$ cat config.mk
export PLATFORM = sky130hd
export DESIGN_NAME = modmul_seq_3187
export DESIGN_NICKNAME = d
export VERILOG_FILES = /design/src/rtl/modmul_seq_3187.sv
export SDC_FILE = /design/constraint.sdc
export NUM_CORES = 1
export LEC_CHECK = 0
export CELL_PAD_IN_SITES_DETAIL_PLACEMENT = 2
export CELL_PAD_IN_SITES_GLOBAL_PLACEMENT = 2
export CORE_ASPECT_RATIO = 0.7
export CORE_UTILIZATION = 33
export DETAILED_ROUTE_END_ITERATION = 10
export GPL_ROUTABILITY_DRIVEN = 0
export PLACE_DENSITY_LB_ADDON = 0.1
export SYNTH_ARGS = -nofsm -noshare
export SYNTH_HDL_FRONTEND = slang
export SYNTH_SLANG_ARGS = --single-unit
$ cat constraint.sdc
create_clock -name clk -period 4.35 [get_ports clk]
set_input_delay 0.435 -clock clk [delete_from_list [all_inputs] [get_ports clk]]
set_output_delay 0.435 -clock clk [all_outputs]
set_load 0.05 [all_outputs]
$ cat src/rtl/modmul_seq_3187.sv
// ============================================================================
// modmul_seq_3187 : bit-serial interleaved (Blakley) modular multiplier,
//                   dout_r = (din_a * din_b) mod Q, one multiplier bit/cycle.
// Optional feature macro: MODMUL_RANGE_CHECK_EN (operand pre-reduce + err).
// Revision: 1.0
// ============================================================================
`default_nettype none

module modmul_seq_3187 #(
    parameter int Q  = 3187,
    parameter int W  = 12,
    parameter int AW = W + 2
) (
    input  logic         clk,
    input  logic         rst_n,
    input  logic         in_valid,
    output logic         in_ready,
    input  logic [W-1:0] din_a,
    input  logic [W-1:0] din_b,
    output logic         out_valid,
    input  logic         out_ready,
    output logic [W-1:0] dout_r
`ifdef MODMUL_RANGE_CHECK_EN
    ,
    output logic         err
`endif
);

    localparam int             c_CW      = (W > 1) ? $clog2(W) : 1;
    localparam logic [c_CW-1:0] c_CNT_MAX = c_CW'(W - 1);
    localparam logic [AW-1:0]   c_Q       = AW'(Q);
    localparam logic [AW-1:0]   c_Q2      = AW'(2 * Q);

    typedef enum logic [1:0] {
        S_IDLE = 2'd0,
        S_BUSY = 2'd1,
        S_DONE = 2'd2
    } state_t;

    state_t            state_q;
    logic [W-1:0]      a_q;
    logic [W-1:0]      b_q;
    logic [AW-1:0]     acc_q;
    logic [AW-1:0]     acc_d;
    logic [c_CW-1:0]   cnt_q;

    logic [AW-1:0]     w_t;
    logic [AW-1:0]     w_t_m1;
    logic [AW-1:0]     w_t_m2;
    logic              w_ge1;
    logic              w_ge2;
    logic [W-1:0]      w_a_in;
    logic [W-1:0]      w_b_in;

    // acc < Q and a < Q keep t below 3Q, so at most two subtractions of Q.
    always_comb begin
        w_t    = (acc_q << 1) + (b_q[cnt_q] ? AW'(a_q) : '0);
        w_t_m1 = w_t - c_Q;
        w_t_m2 = w_t - c_Q2;
        w_ge1  = (w_t >= c_Q);
        w_ge2  = (w_t >= c_Q2);
        if (w_ge2)
            acc_d = w_t_m2;
        else if (w_ge1)
            acc_d = w_t_m1;
        else
            acc_d = w_t;
    end

`ifdef MODMUL_RANGE_CHECK_EN
    logic w_a_big;
    logic w_b_big;
    logic err_pend_q;

    // 2^W - 1 < 2Q, so one subtraction always lands the operand below Q.
    always_comb begin
        w_a_big = (din_a >= W'(Q));
        w_b_big = (din_b >= W'(Q));
        w_a_in  = w_a_big ? (din_a - W'(Q)) : din_a;
        w_b_in  = w_b_big ? (din_b - W'(Q)) : din_b;
    end
`else
    assign w_a_in = din_a;
    assign w_b_in = din_b;
`endif

    always_ff @(posedge clk or negedge rst_n) begin
        if (!rst_n) begin
            state_q   <= S_IDLE;
            in_ready  <= 1'b1;
            out_valid <= 1'b0;
            dout_r    <= '0;
            a_q       <= '0;
            b_q       <= '0;
            acc_q     <= '0;
            cnt_q     <= '0;
`ifdef MODMUL_RANGE_CHECK_EN
            err       <= 1'b0;
            err_pend_q <= 1'b0;
`endif
        end else begin
            case (state_q)
                S_IDLE: begin
                    if (in_valid && in_ready) begin
                        a_q      <= w_a_in;
                        b_q      <= w_b_in;
                        acc_q    <= '0;
                        cnt_q    <= c_CNT_MAX;
                        in_ready <= 1'b0;
                        state_q  <= S_BUSY;
`ifdef MODMUL_RANGE_CHECK_EN
                        err_pend_q <= w_a_big | w_b_big;
`endif
                    end
                end
                S_BUSY: begin
                    acc_q <= acc_d;
                    if (cnt_q == '0) begin
                        dout_r    <= acc_d[W-1:0];
                        out_valid <= 1'b1;
                        state_q   <= S_DONE;
`ifdef MODMUL_RANGE_CHECK_EN
                        err       <= err_pend_q;
`endif
                    end else begin
                        cnt_q <= cnt_q - c_CW'(1);
                    end
                end
                S_DONE: begin
                    if (out_ready) begin
                        out_valid <= 1'b0;
                        in_ready  <= 1'b1;
                        state_q   <= S_IDLE;
`ifdef MODMUL_RANGE_CHECK_EN
                        err       <= 1'b0;
`endif
                    end
                end
                default: begin
                    state_q  <= S_IDLE;
                    in_ready <= 1'b1;
                end
            endcase
        end
    end

endmodule

`default_nettype wire

**Word-level counts from Yosys, hierarchy flattened**

Index checks and enable logic that the tools add are counted.

- Bits of input ports: 28
- Register bits: 57

- Multiplexer cells: 20
- $lt $le $gt $ge: 3
- $add $sub $neg: 4
- Bitwise operators: 1
- Reductions and logical operators: 12
- Equal/unequal tests: 6

Operators by type and width:

| cell | count |
|---|---|
| $mux W13 | 3 |
| $pmux W13 S2 | 1 |
| $add A14 B12 Y14 | 1 |
| $ge A14 B12 Y1 const B | 1 |
| $ge A14 B13 Y1 const B | 1 |
| $sub A13 B12 Y13 const B | 1 |
| $sub A13 B13 Y13 const B | 1 |
| $mux W12 | 1 |
| $reduce_and A3 Y1 | 4 |
| $mux W4 | 2 |
| $ne A2 B2 Y1 const B | 4 |
| $pmux W4 S2 | 1 |
| $mux W2 | 3 |
| $pmux W2 S3 | 1 |
| $reduce_and A2 Y1 | 3 |
| $lt A4 B5 Y1 const B | 1 |
| $mux W1 | 5 |
| $bmux W1 S4 | 1 |
| $logic_not A4 Y1 | 1 |
| $reduce_bool A2 Y1 | 2 |
| $sub A4 B1 Y4 const B | 1 |
| $pmux W1 S3 | 1 |
| $eq A2 B1 Y1 const B | 1 |
| $eq A2 B2 Y1 const B | 1 |
| 4 further kinds | 4 |

**Logic depth before layout (Yosys ltp)**

Gate-level depths: netlist of run 1.

- Word-level depth: 8
- Mapped depth: 17
- Depth with buffers taken out: 15

**Worst setup path after synthesis of run 1**

No wires, ideal clock.

- Path type: reg-to-reg
- Start point: register cnt_q[3]
- End point: register acc_q[8]
- Data arrival time: 4425 ps
- Setup time: 137 ps
- Buffers on the path: 2
- Stages on the path, launching flop included: 18
- Data required time: 4213 ps
- Slack: -212 ps
- Period minus slack after synthesis: 4562 ps
- Path through: dfrtp_1 > mux4_2 > mux2i_1 > o21ai_0 > clkbuf_1 > and2_1 > ha_1 > fa_1 > a21o_1 > and3b_1 > or4_4 > a211oi_4 > o2111ai_4 > and2_4 > buf_6 > o31ai_2 > xor2_1 > o22ai_1

- Longest elaborated chain between the ends: 8
- Elaborated cells on any way between the ends: 11
- Classes of those cells: add/sub (3); order compare (2); mux (6)

Ends and longest elaborated chain:

| what | line | RTL |
|---|---|---|
| from (decl) | 45 | `logic [c_CW-1:0] cnt_q;` |
| from (signal assigned) | 108 | `cnt_q <= c_CNT_MAX;` |
| from (signal assigned) | 126 | `cnt_q <= cnt_q - c_CW'(1);` |
| $bmux W1 S4 (*) | 57 | `w_t = (acc_q << 1) + (b_q[cnt_q] ? AW'(a_q) : '0);` |
| $mux W1 (not written as such) (*) | 57 |  |
| $mux W12 (*) | 57 |  |
| $add A14 B12 Y14 (*) | 57 |  |
| $sub A13 B12 Y13 or $ge A14 B12 Y1 (tied branches) | 58, 60 |  |
| $mux W13 | 64 | `else if (w_ge1)` |
| $mux W13 (*) | 62 | `if (w_ge2)` |
| $pmux W13 S2 (*) | 102 | `case (state_q)` |
| to (signal assigned) | 95 | `acc_q <= '0;` |
| to (signal assigned) | 107 | `acc_q <= '0;` |
| to (signal assigned) | 117 | `acc_q <= acc_d;` |
| to (decl) | 43 | `logic [AW-1:0] acc_q;` |

Every way passes the cells marked *; elsewhere a longest branch is shown, timed or not. The select of a mux whose other input is x is not followed.
A chain may end at the register's enable or synchronous reset.

**Worst setup path in the final report of run 1**

- Start point: register cnt_q[3]
- End point: register acc_q[9]

The elaborated chain is that of the path after synthesis.

==> flow_metrics.env, run 1 <==
export IMPL_worstPathCellList="mux4_2, mux2i_2, o21ai_2, buf_4, and2_1, ha_4, buf_4, nand3_1, o211ai_1, mux2_4, a211oi_4, a211oi_4, buf_4, o211ai_1, mux2i_1, a221oi_4, buf_6, o21ai_0"
export IMPL_ff2ff_setup_slack_ns=-0.10
export IMPL_worst_pin_slew_ns=1.096
export IMPL_fin_setup_tns_ns=-0.7755
export IMPL_clockBufferDepth=2
export IMPL_worst_path_most_repeated_cell="buf_4"
export IMPL_synthCells=380
export IMPL_finalCriticalPeriod_ns=4.453
export IMPL_ys_warn_count=0
export IMPL_nets=530
export IMPL_setup_ws_ns=-0.1027
export IMPL_cp_max_fo=9
export IMPL_post_route_period_util_pct=102.4
export IMPL_drtPass1Iterations=4
export IMPL_netlist_top_cells_area="dfrtp_1, mux2_2, ha_1"
export IMPL_final_core_util_pct=48.76
export IMPL_clock_skew_ns=0.007903
export IMPL_cap_viol_max_count=0
export IMPL_core_um2=10970
export IMPL_cp_required_ns=4.54
export IMPL_synth_edf_count=0
export IMPL_antenna_found_initial=0
export IMPL_wire_per_inst_um=21.12
export IMPL_ant_nets=0
export IMPL_worstSetupEndpointType="register"
export IMPL_initial_core_util_pct=33.88
export IMPL_overflow=0
export IMPL_setup_viol=18
export IMPL_die_area_um2=11700
export IMPL_cts_made_buffers=9
export IMPL_status="complete, but fails checks"
export IMPL_relSlewSlack_pct=26.65
export IMPL_synth_cell_types=68
export IMPL_die_height_um=90.80
export IMPL_clk_pin_slew_ns=0.05
export IMPL_worstHoldPathType="input port to asynchronous set/reset pin"
export IMPL_multi_input_area_um2=2482
export IMPL_synth_compound_area_share_pct=20.43
export IMPL_fmax_mhz=224.6
export IMPL_reg2reg_to="acc_q[9]"
export IMPL_grt_pass1_wl_mm=21.42
export IMPL_yosys_area_share_simple_pct=17.57
export IMPL_layout_drive_gt1_share_pct=33.88
export IMPL_num_rows=32
export IMPL_ff2ff_path_depth=18
export IMPL_synth_top_area_share_pct=37.70
export IMPL_cts_tree="yes"
export IMPL_register_area_um2=1428
export IMPL_cts_max_level=3
export IMPL_drc=0
export IMPL_yosys_area_share_adder_pct=5.924
export IMPL_grt_usage_pct=24.41
export IMPL_viasPerCell=5.302
export IMPL_violations="setup timing"
export IMPL_ios=42
export IMPL_drt_iter0_markers=114
export IMPL_synth_top_family_by_area="compound AO/OA/AOI/OAI gates"
export IMPL_drv_slew=0
export IMPL_cts_sinks=57
export IMPL_io_buffer_count=41
export IMPL_avgSynthCellArea_um2=9.782
export IMPL_drt_wl_total_mm=13.58
export IMPL_synth_mux_area_share_pct=11.65
export IMPL_place_worst_setup_slack_ns=-0.1753
export IMPL_area_growth_syn_to_layout_pct=43.89
export IMPL_syn_nets=425
export IMPL_dp_hpwl_mm=9.482
export IMPL_vias=3409
export IMPL_cp_arrival_ns=4.64
export IMPL_crit_slowest_cell="mux4_2"
export IMPL_grt_pass1_vias=3779
export IMPL_grt_start_max_net_pins=58
export IMPL_ys_seq_area_share_pct=38.40
export IMPL_synthFlopType="dfrtp_1"
export IMPL_synth_area_um2=3717
export IMPL_crit_type="register to register"
export IMPL_synth_xor_area_share_pct=3.265
export IMPL_rsz0062_at_grt="yes"
export IMPL_fillers=1141
export IMPL_antennaDiodeCount=0
export IMPL_clk_latency_ns=0.34
export IMPL_postSynth_asyncResetShare_pct=100.0
export IMPL_root_buffer="clkbuf_16"
export IMPL_reg2reg_from="cnt_q[3]"
export IMPL_yosys_area_top_type="dfrtp_1"
export IMPL_synth_seq_cells=57
export IMPL_die_w_um=128.9
export IMPL_worstSetupStartpointType="register"
export IMPL_slowest_delay_ns=0.54
export IMPL_hold_viol_final=0
==> worst max path at each step <==
stage	endpoint	slack, ns	cells past startpoint	startpoint
2_1_floorplan	acc_q[5]	0.009	17	cnt_q[3]
3_3_place_gp	acc_q[9]	-0.1	18	cnt_q[3]
3_5_place_dp	acc_q[9]	-0.18	18	cnt_q[3]
4_1_cts	acc_q[6]	-0.01	18	cnt_q[3]
5_1_grt	acc_q[6]	-0.32	19	cnt_q[3]
6_report	acc_q[9]	-0.10	18	cnt_q[3]
==> placed cells by master, fill, tap and decap left out, types with 4 or more instances in the layout <==
| master | count |
|---|---|
| mux2i_1 | 4 |
| nor3_1 | 8 |
| nand3_1 | 12 |
| nand2_1 | 40 |
| nor2_1 | 19 |
| buf_4 | 62 |
| dfrtp_1 | 56 |
| o21ai_1 | 12 |
| ha_1 | 11 |
| o21ai_0 | 16 |
| a211oi_1 | 4 |
| a21oi_1 | 18 |
| xnor2_2 | 5 |
| clkdlybuf4s50_1 | 40 |
| xnor2_1 | 4 |
| nand2b_1 | 6 |
| inv_1 | 9 |
| a21o_1 | 7 |
| ha_4 | 5 |
| o211ai_1 | 6 |
| clkbuf_16 | 9 |
| and2_1 | 11 |
| buf_6 | 5 |
| mux2_2 | 27 |
==> cell type report <==
type / count / share of cell area (%)
Clock buffer: 14 / 5.123
Tap cell: 153 / 3.579
Timing Repair Buffer: 108 / 17.33
Inverter: 9 / 0.6316
Clock inverter: 2 / 0.2339
Multi-Input combinational cell: 300 / 46.41
Sequential cell: 57 / 26.69
==> layer usage <==
layer  global-route usage [%]  routed length, um  share of wire, %
met5                        0                  0                 0
met1                    33.58               6446                47
met3                    3.851                471               3.5
met2                    39.55               6574                48
met4                    6.569                 89              0.66
==> critical path, delay by kind of cell (launching register included) <==
kind | cells | cell delay [ns]
fa+ha+maj | 1 | 0.29
compound gates | 7 | 1.42
buf+inv | 4 | 0.64
mux | 4 | 1.22
flops | 1 | 0.41
simple gates | 2 | 0.30
==> timing repair <==
action	CTS	global route
pin swaps	17	20
gates cloned	1	0
endpoints found under the setup margin	21	25
setup buffers	12	5
resized for setup	19	32
hold buffers	0	0
==> cell families after synthesis <==
family / after synthesis
adders and majority gates: 17
muxes: 36
AOI/OAI and AO/OA: 107
xor gates and xnor gates: 13
DFF: 57
and+or+nand+nor: 127
buffers and inverters: 23
==> through the flow <==
| stage | hold slack (ns) | std cells | area (um^2) |
|---|---|---|---|
| 4_1_cts | 0.2812 | 639 | 5146 |
| 6_report | 0.2556 | 643 | 5349 |
| 3_3_place_gp | 0.4642 | 611 | 4647 |
| 3_5_place_dp | 0.4713 | 611 | 4647 |
| 5_1_grt | 0.3172 | 643 | 5349 |
| 2_1_floorplan | 0.1394 | 380 | 3732 |
==> flip-flops by register name (all words and copies together), names as in the netlist <==
register   count
acc_q         13
a_q           12
b_q           12
dout_r        12
cnt_q          4
state_q        2
in_ready       1
out_valid      1
==> cell usage after synthesis (2+ instances only) <==
library cell,instances
a211o_1,2
a211oi_1,5
a21o_1,7
a21oi_1,21
a31oi_1,4
and2_1,13
and3_1,4
and3b_1,2
buf_6,2
clkbuf_1,11
dfrtp_1,56
ha_1,16
inv_1,9
mux2_2,28
mux2i_1,5
mux4_2,3
nand2_1,41
nand2b_1,6
nand3_1,13
nand3b_1,3
nor2_1,19
nor3_1,9
nor3b_1,4
o2111ai_1,4
o211ai_1,6
o21ai_0,19
o21ai_1,12
o31a_1,2
o31ai_2,2
or2_2,2
or3_1,3
xnor2_1,9
xor2_1,3
Power of run 1 is not shown: default switching activity piles up to over one toggle a cycle in this logic, so the estimate is an artifact.
==> inputs of run 2 (changes only) <==
--- a/config.mk
+++ b/config.mk
@@ -10,7 +10,6 @@
 export CORE_ASPECT_RATIO = 0.7
 export CORE_UTILIZATION = 33
 export DETAILED_ROUTE_END_ITERATION = 10
-export GPL_ROUTABILITY_DRIVEN = 0
 export PLACE_DENSITY_LB_ADDON = 0.1
 export SYNTH_ARGS = -nofsm -noshare
 export SYNTH_HDL_FRONTEND = slang
==> flow_metrics.env, run 2 (synthesis gave the netlist of run 1 again) <==
export IMPL_clk_pin_slew_ns=0.05
export IMPL_grt_pass1_wl_mm=22.35
export IMPL_antenna_found_initial=0
export IMPL_place_worst_setup_slack_ns=-0.2026
export IMPL_reg2reg_from="cnt_q[3]"
export IMPL_grt_start_max_net_pins=58
export IMPL_clk_latency_ns=0.35
export IMPL_final_common_cell="buf_4"
export IMPL_holdBufCountCts=0
export IMPL_worstSetupEndpointType="register"
export IMPL_wire_per_inst_um=23.11
export IMPL_fmax_mhz=222.7
export IMPL_grt_usage_pct=25.86
export IMPL_fin_hold_ws_ns=0.2547
export IMPL_post_route_period_util_pct=103.2
export IMPL_die_w_um=128.9
export IMPL_drt_iter0_markers=141
export IMPL_cts_sinks=57
export IMPL_grt_pass1_vias=3926
export IMPL_worstHoldPathType="input port to asynchronous set/reset pin"
export IMPL_clockBufferDepth=2
export IMPL_fillers=1130
export IMPL_die_height_um=90.80
export IMPL_setup_ws_ns=-0.1408
export IMPL_violations="setup timing"
export IMPL_cp_max_fo=5
export IMPL_drtPass1Iterations=4
export IMPL_layout_drive_gt1_share_pct=38.68
export IMPL_top_register="acc_q"
export IMPL_viasPerCell=5.511
export IMPL_cp_required_ns=4.55
export IMPL_cap_viol_max_count=0
export IMPL_dp_hpwl_mm=9.494
export IMPL_setup_viol=15
export IMPL_ff2ff_setup_slack_ns=-0.14
export IMPL_core_um2=10970
export IMPL_drc=0
export IMPL_final_core_util_pct=50.81
export IMPL_drt_wl_total_mm=15.07
export IMPL_nets=539
export IMPL_cp_arrival_ns=4.69
export IMPL_ant_nets=0
export IMPL_crit_type="register to register"
export IMPL_cts_made_buffers=9
export IMPL_antennaDiodeCount=0
export IMPL_initial_core_util_pct=33.88
export IMPL_place_gp_congestion=0.8790
export IMPL_overflow=0
export IMPL_vias=3593
export IMPL_ff2ff_path_depth=17
export IMPL_cts_max_level=3
export IMPL_ios=42
export IMPL_num_rows=32
export IMPL_reg2reg_to="acc_q[9]"
export IMPL_finalCriticalPeriod_ns=4.491
export IMPL_fin_setup_tns_ns=-1.275
export IMPL_final_cell_mix="buf_4, dfrtp_1, clkdlybuf4s50_1"
export IMPL_die_area_um2=11700
export IMPL_relSlewSlack_pct=28.65
export IMPL_status="complete, but fails checks"
export IMPL_worst_pin_slew_ns=1.066
export IMPL_hold_viol_final=0
export IMPL_worstSetupStartpointType="register"
export IMPL_root_buffer="clkbuf_16"
export IMPL_drv_slew=0
export IMPL_area_growth_syn_to_layout_pct=49.95
export IMPL_rsz0062_at_grt="yes"
export IMPL_clock_skew_ns=0.01019
export IMPL_io_buffer_count=41
export IMPL_largest_reg_flops=13
export IMPL_cts_tree="yes"
==> run 2: how the worst max path moves through the flow <==
stage | startpoint | end | cells past startpoint
finish | cnt_q[3] | acc_q[9] | 17
global route | cnt_q[3] | acc_q[9] | 18
CTS | cnt_q[3] | acc_q[8] | 17
detailed placement | cnt_q[3] | acc_q[9] | 18
global placement | cnt_q[3] | acc_q[9] | 18
floorplan | cnt_q[3] | acc_q[5] | 17
==> run 2: critical path, cell delays in order (launching register included) <==
cell,delay [ns]
dfrtp_2,0.40
mux4_2,0.52
mux2i_2,0.20
o21ai_2,0.13
buf_4,0.16
and2_4,0.16
fa_2,0.40
a21o_1,0.24
and3b_1,0.21
or4_4,0.44
a211oi_4,0.26
a211oi_2,0.11
buf_4,0.18
o211ai_1,0.33
mux2i_2,0.14
a221oi_4,0.28
buf_6,0.16
o21ai_1,0.06
==> run 2: what timing repair did <==
action,CTS,global route
endpoints found under the setup margin,24,24
gates resized for setup,28,52
gates cloned,0,0
hold endpoints to repair,0,0
pin swaps,18,33
setup buffers,10,12
==> run 2: cell type report <==
class	count	area [um^2]	share of cell area, %
Clock buffer	9	225.2	4.040
Tap cell	153	191.4	3.434
Timing Repair Buffer	117	1022	18.34
Clock inverter	7	95.09	1.706
Inverter	9	33.78	0.6061
Multi-Input combinational cell	300	2577	46.24
Sequential cell	57	1429	25.63
==> run 2: per-stage QoR <==
stage / cells / cell area [um^2]
after floorplan: 380 / 3732
after global placement: 616 / 4684
after detailed placement: 616 / 4684
after CTS: 642 / 5246
after global routing: 652 / 5574
final: 652 / 5574
==> run 2: layer usage <==
metal / share of wire, % / vias to the layer above / global-route usage (%)
met2: 49 / 77 / 42.43
met1: 45 / 1851 / 33.57
met4: 2.1 / 0 / 8.725
met3: 3.4 / 28 / 5.509
met5: 0 / - / 0
li1: - / 1637 / -
Power of run 2 is left out for the same reason.
==> inputs of run 3 (changes only) <==
--- a/config.mk
+++ b/config.mk
@@ -10,6 +10,7 @@
 export CORE_ASPECT_RATIO = 0.7
 export CORE_UTILIZATION = 33
 export DETAILED_ROUTE_END_ITERATION = 10
+export GPL_TIMING_DRIVEN = 0
 export PLACE_DENSITY_LB_ADDON = 0.1
 export SYNTH_ARGS = -nofsm -noshare
 export SYNTH_HDL_FRONTEND = slang
==> flow_metrics.env, run 3 (synthesis gave the netlist of run 1 again) <==
export IMPL_cp_arrival_ns=4.89
export IMPL_wire_per_inst_um=24.22
export IMPL_top_register="acc_q"
export IMPL_ios=42
export IMPL_viasPerCell=5.633
export IMPL_fmax_mhz=211.9
export IMPL_overflow=0
export IMPL_cp_max_fo=6
export IMPL_worstHoldPathType="input port to asynchronous set/reset pin"
export IMPL_ff2ff_path_depth=17
export IMPL_clk_latency_ns=0.33
export IMPL_die_w_um=128.9
export IMPL_vias=3577
export IMPL_finalCriticalPeriod_ns=4.720
export IMPL_worstSetupStartpointType="register"
export IMPL_antenna_found_initial=0
export IMPL_initial_core_util_pct=33.88
export IMPL_relSlewSlack_pct=32.83
export IMPL_worstSetupEndpointType="register"
export IMPL_dp_hpwl_mm=9.200
export IMPL_cts_made_buffers=9
export IMPL_fin_hold_ws_ns=0.1286
export IMPL_drv_slew=0
export IMPL_violations="setup timing"
export IMPL_nets=522
export IMPL_cts_max_level=3
export IMPL_die_height_um=90.80
export IMPL_cts_sinks=57
export IMPL_io_buffer_count=41
export IMPL_worstPathCellList="mux4_2, mux2i_2, o21ai_2, clkbuf_8, and2_4, ha_4, fa_2, a21o_1, a221oi_4, xnor2_4, nand3_1, o2111ai_4, buf_4, a31oi_4, a211oi_2, xnor2_1, o21ai_1"
export IMPL_drc=0
export IMPL_post_route_period_util_pct=108.5
export IMPL_final_cell_mix="dfrtp_1, clkdlybuf4s50_1, nand2_1"
export IMPL_cap_viol_max_count=0
export IMPL_final_common_cell="dfrtp_1"
export IMPL_drtPass1Iterations=4
export IMPL_holdBufCountCts=0
export IMPL_layout_drive_gt1_share_pct=35.06
export IMPL_ant_nets=0
export IMPL_grt_usage_pct=26.09
export IMPL_clockBufferDepth=2
export IMPL_clk_pin_slew_ns=0.06
export IMPL_setup_viol=25
export IMPL_crit_type="register to register"
export IMPL_root_buffer="clkbuf_16"
export IMPL_grt_pass1_vias=3846
export IMPL_status="complete, but fails checks"
export IMPL_drt_wl_total_mm=15.38
export IMPL_die_area_um2=11700
export IMPL_fillers=1115
export IMPL_cts_tree="yes"
export IMPL_hold_viol_final=0
export IMPL_core_um2=10970
export IMPL_cp_required_ns=4.52
export IMPL_num_rows=32
export IMPL_clock_skew_ns=0.01165
export IMPL_setup_ws_ns=-0.3701
export IMPL_grt_pass1_wl_mm=22.45
export IMPL_crit_slowest_cell="a221oi_4"
export IMPL_drt_iter0_markers=210
export IMPL_fin_setup_tns_ns=-6.846
export IMPL_place_gp_congestion=0.8699
export IMPL_slowest_delay_ns=0.55
export IMPL_placed_cells=575
export IMPL_worst_pin_slew_ns=0.9949
export IMPL_instances_no_fill=635
export IMPL_antennaDiodeCount=0
export IMPL_largest_reg_flops=13
export IMPL_place_worst_setup_slack_ns=-1.432
export IMPL_area_growth_syn_to_layout_pct=47.80
export IMPL_grt_start_max_net_pins=33
export IMPL_rsz0062_at_grt="yes"
-- run 3: cell type report --
class	instances	area [um^2]	share of cell area (%)
Buffer	13	75.07	1.366
Clock buffer	13	250.2	4.555
Clock inverter	3	40.04	0.7288
Inverter	9	33.78	0.6149
Multi-Input combinational cell	300	2671	48.62
Sequential cell	57	1429	26.01
Tap cell	153	191.4	3.484
Timing Repair Buffer	87	803.3	14.62
-- run 3: critical path: cells and delay by family (launching register included) --
family / cells / cell delay [ns]
AND/OR/NAND/NOR: 2 / 0.32
XOR/XNOR: 2 / 0.43
multiplexers: 2 / 0.71
buffers and inverters: 2 / 0.37
AO/OA/AOI/OAI: 7 / 1.81
flip-flops: 1 / 0.41
adder cells (fa/ha/maj): 2 / 0.50
-- run 3: path summary, 6_finish.rpt --
kind / to / start / slack (ns)
max reg2reg: acc_q[6] / cnt_q[3] / -0.37
max in group asynchronous: a_q[10] / rst_n / 3.59
min reg2reg: dout_r[2] / dout_r[2] / 0.49
min: dout_r[7] / rst_n / 0.13
max: acc_q[6] / cnt_q[3] / -0.37
min in group clk: dout_r[2] / dout_r[2] / 0.49
-- run 3: repair_timing --
item | 4_1_cts | 5_1_grt
buffers inserted | 38 | 9
setup endpoints to repair | 25 | 25
pin swaps | 34 | 18
resized for setup | 78 | 26
cloned | 0 | 0
hold endpoints to repair | 0 | 0
-- run 3: per-layer routing --
layer	up-vias	wire, um	track usage (%)
li1	1603	-	-
met1	1826	7021	36.27
met2	117	7275	40.54
met3	31	746	4.799
met4	0	335	8.824
met5	-	0	0
-- run 3: per-stage QoR --
step	util (%)	area, um^2
after global placement	39.51	4334
after detailed placement	39.64	4349
final	50.08	5494
after floorplan	-	3732
after CTS	48.54	5325
after global routing	50.08	5494
Power of run 3 is left out for the same reason.
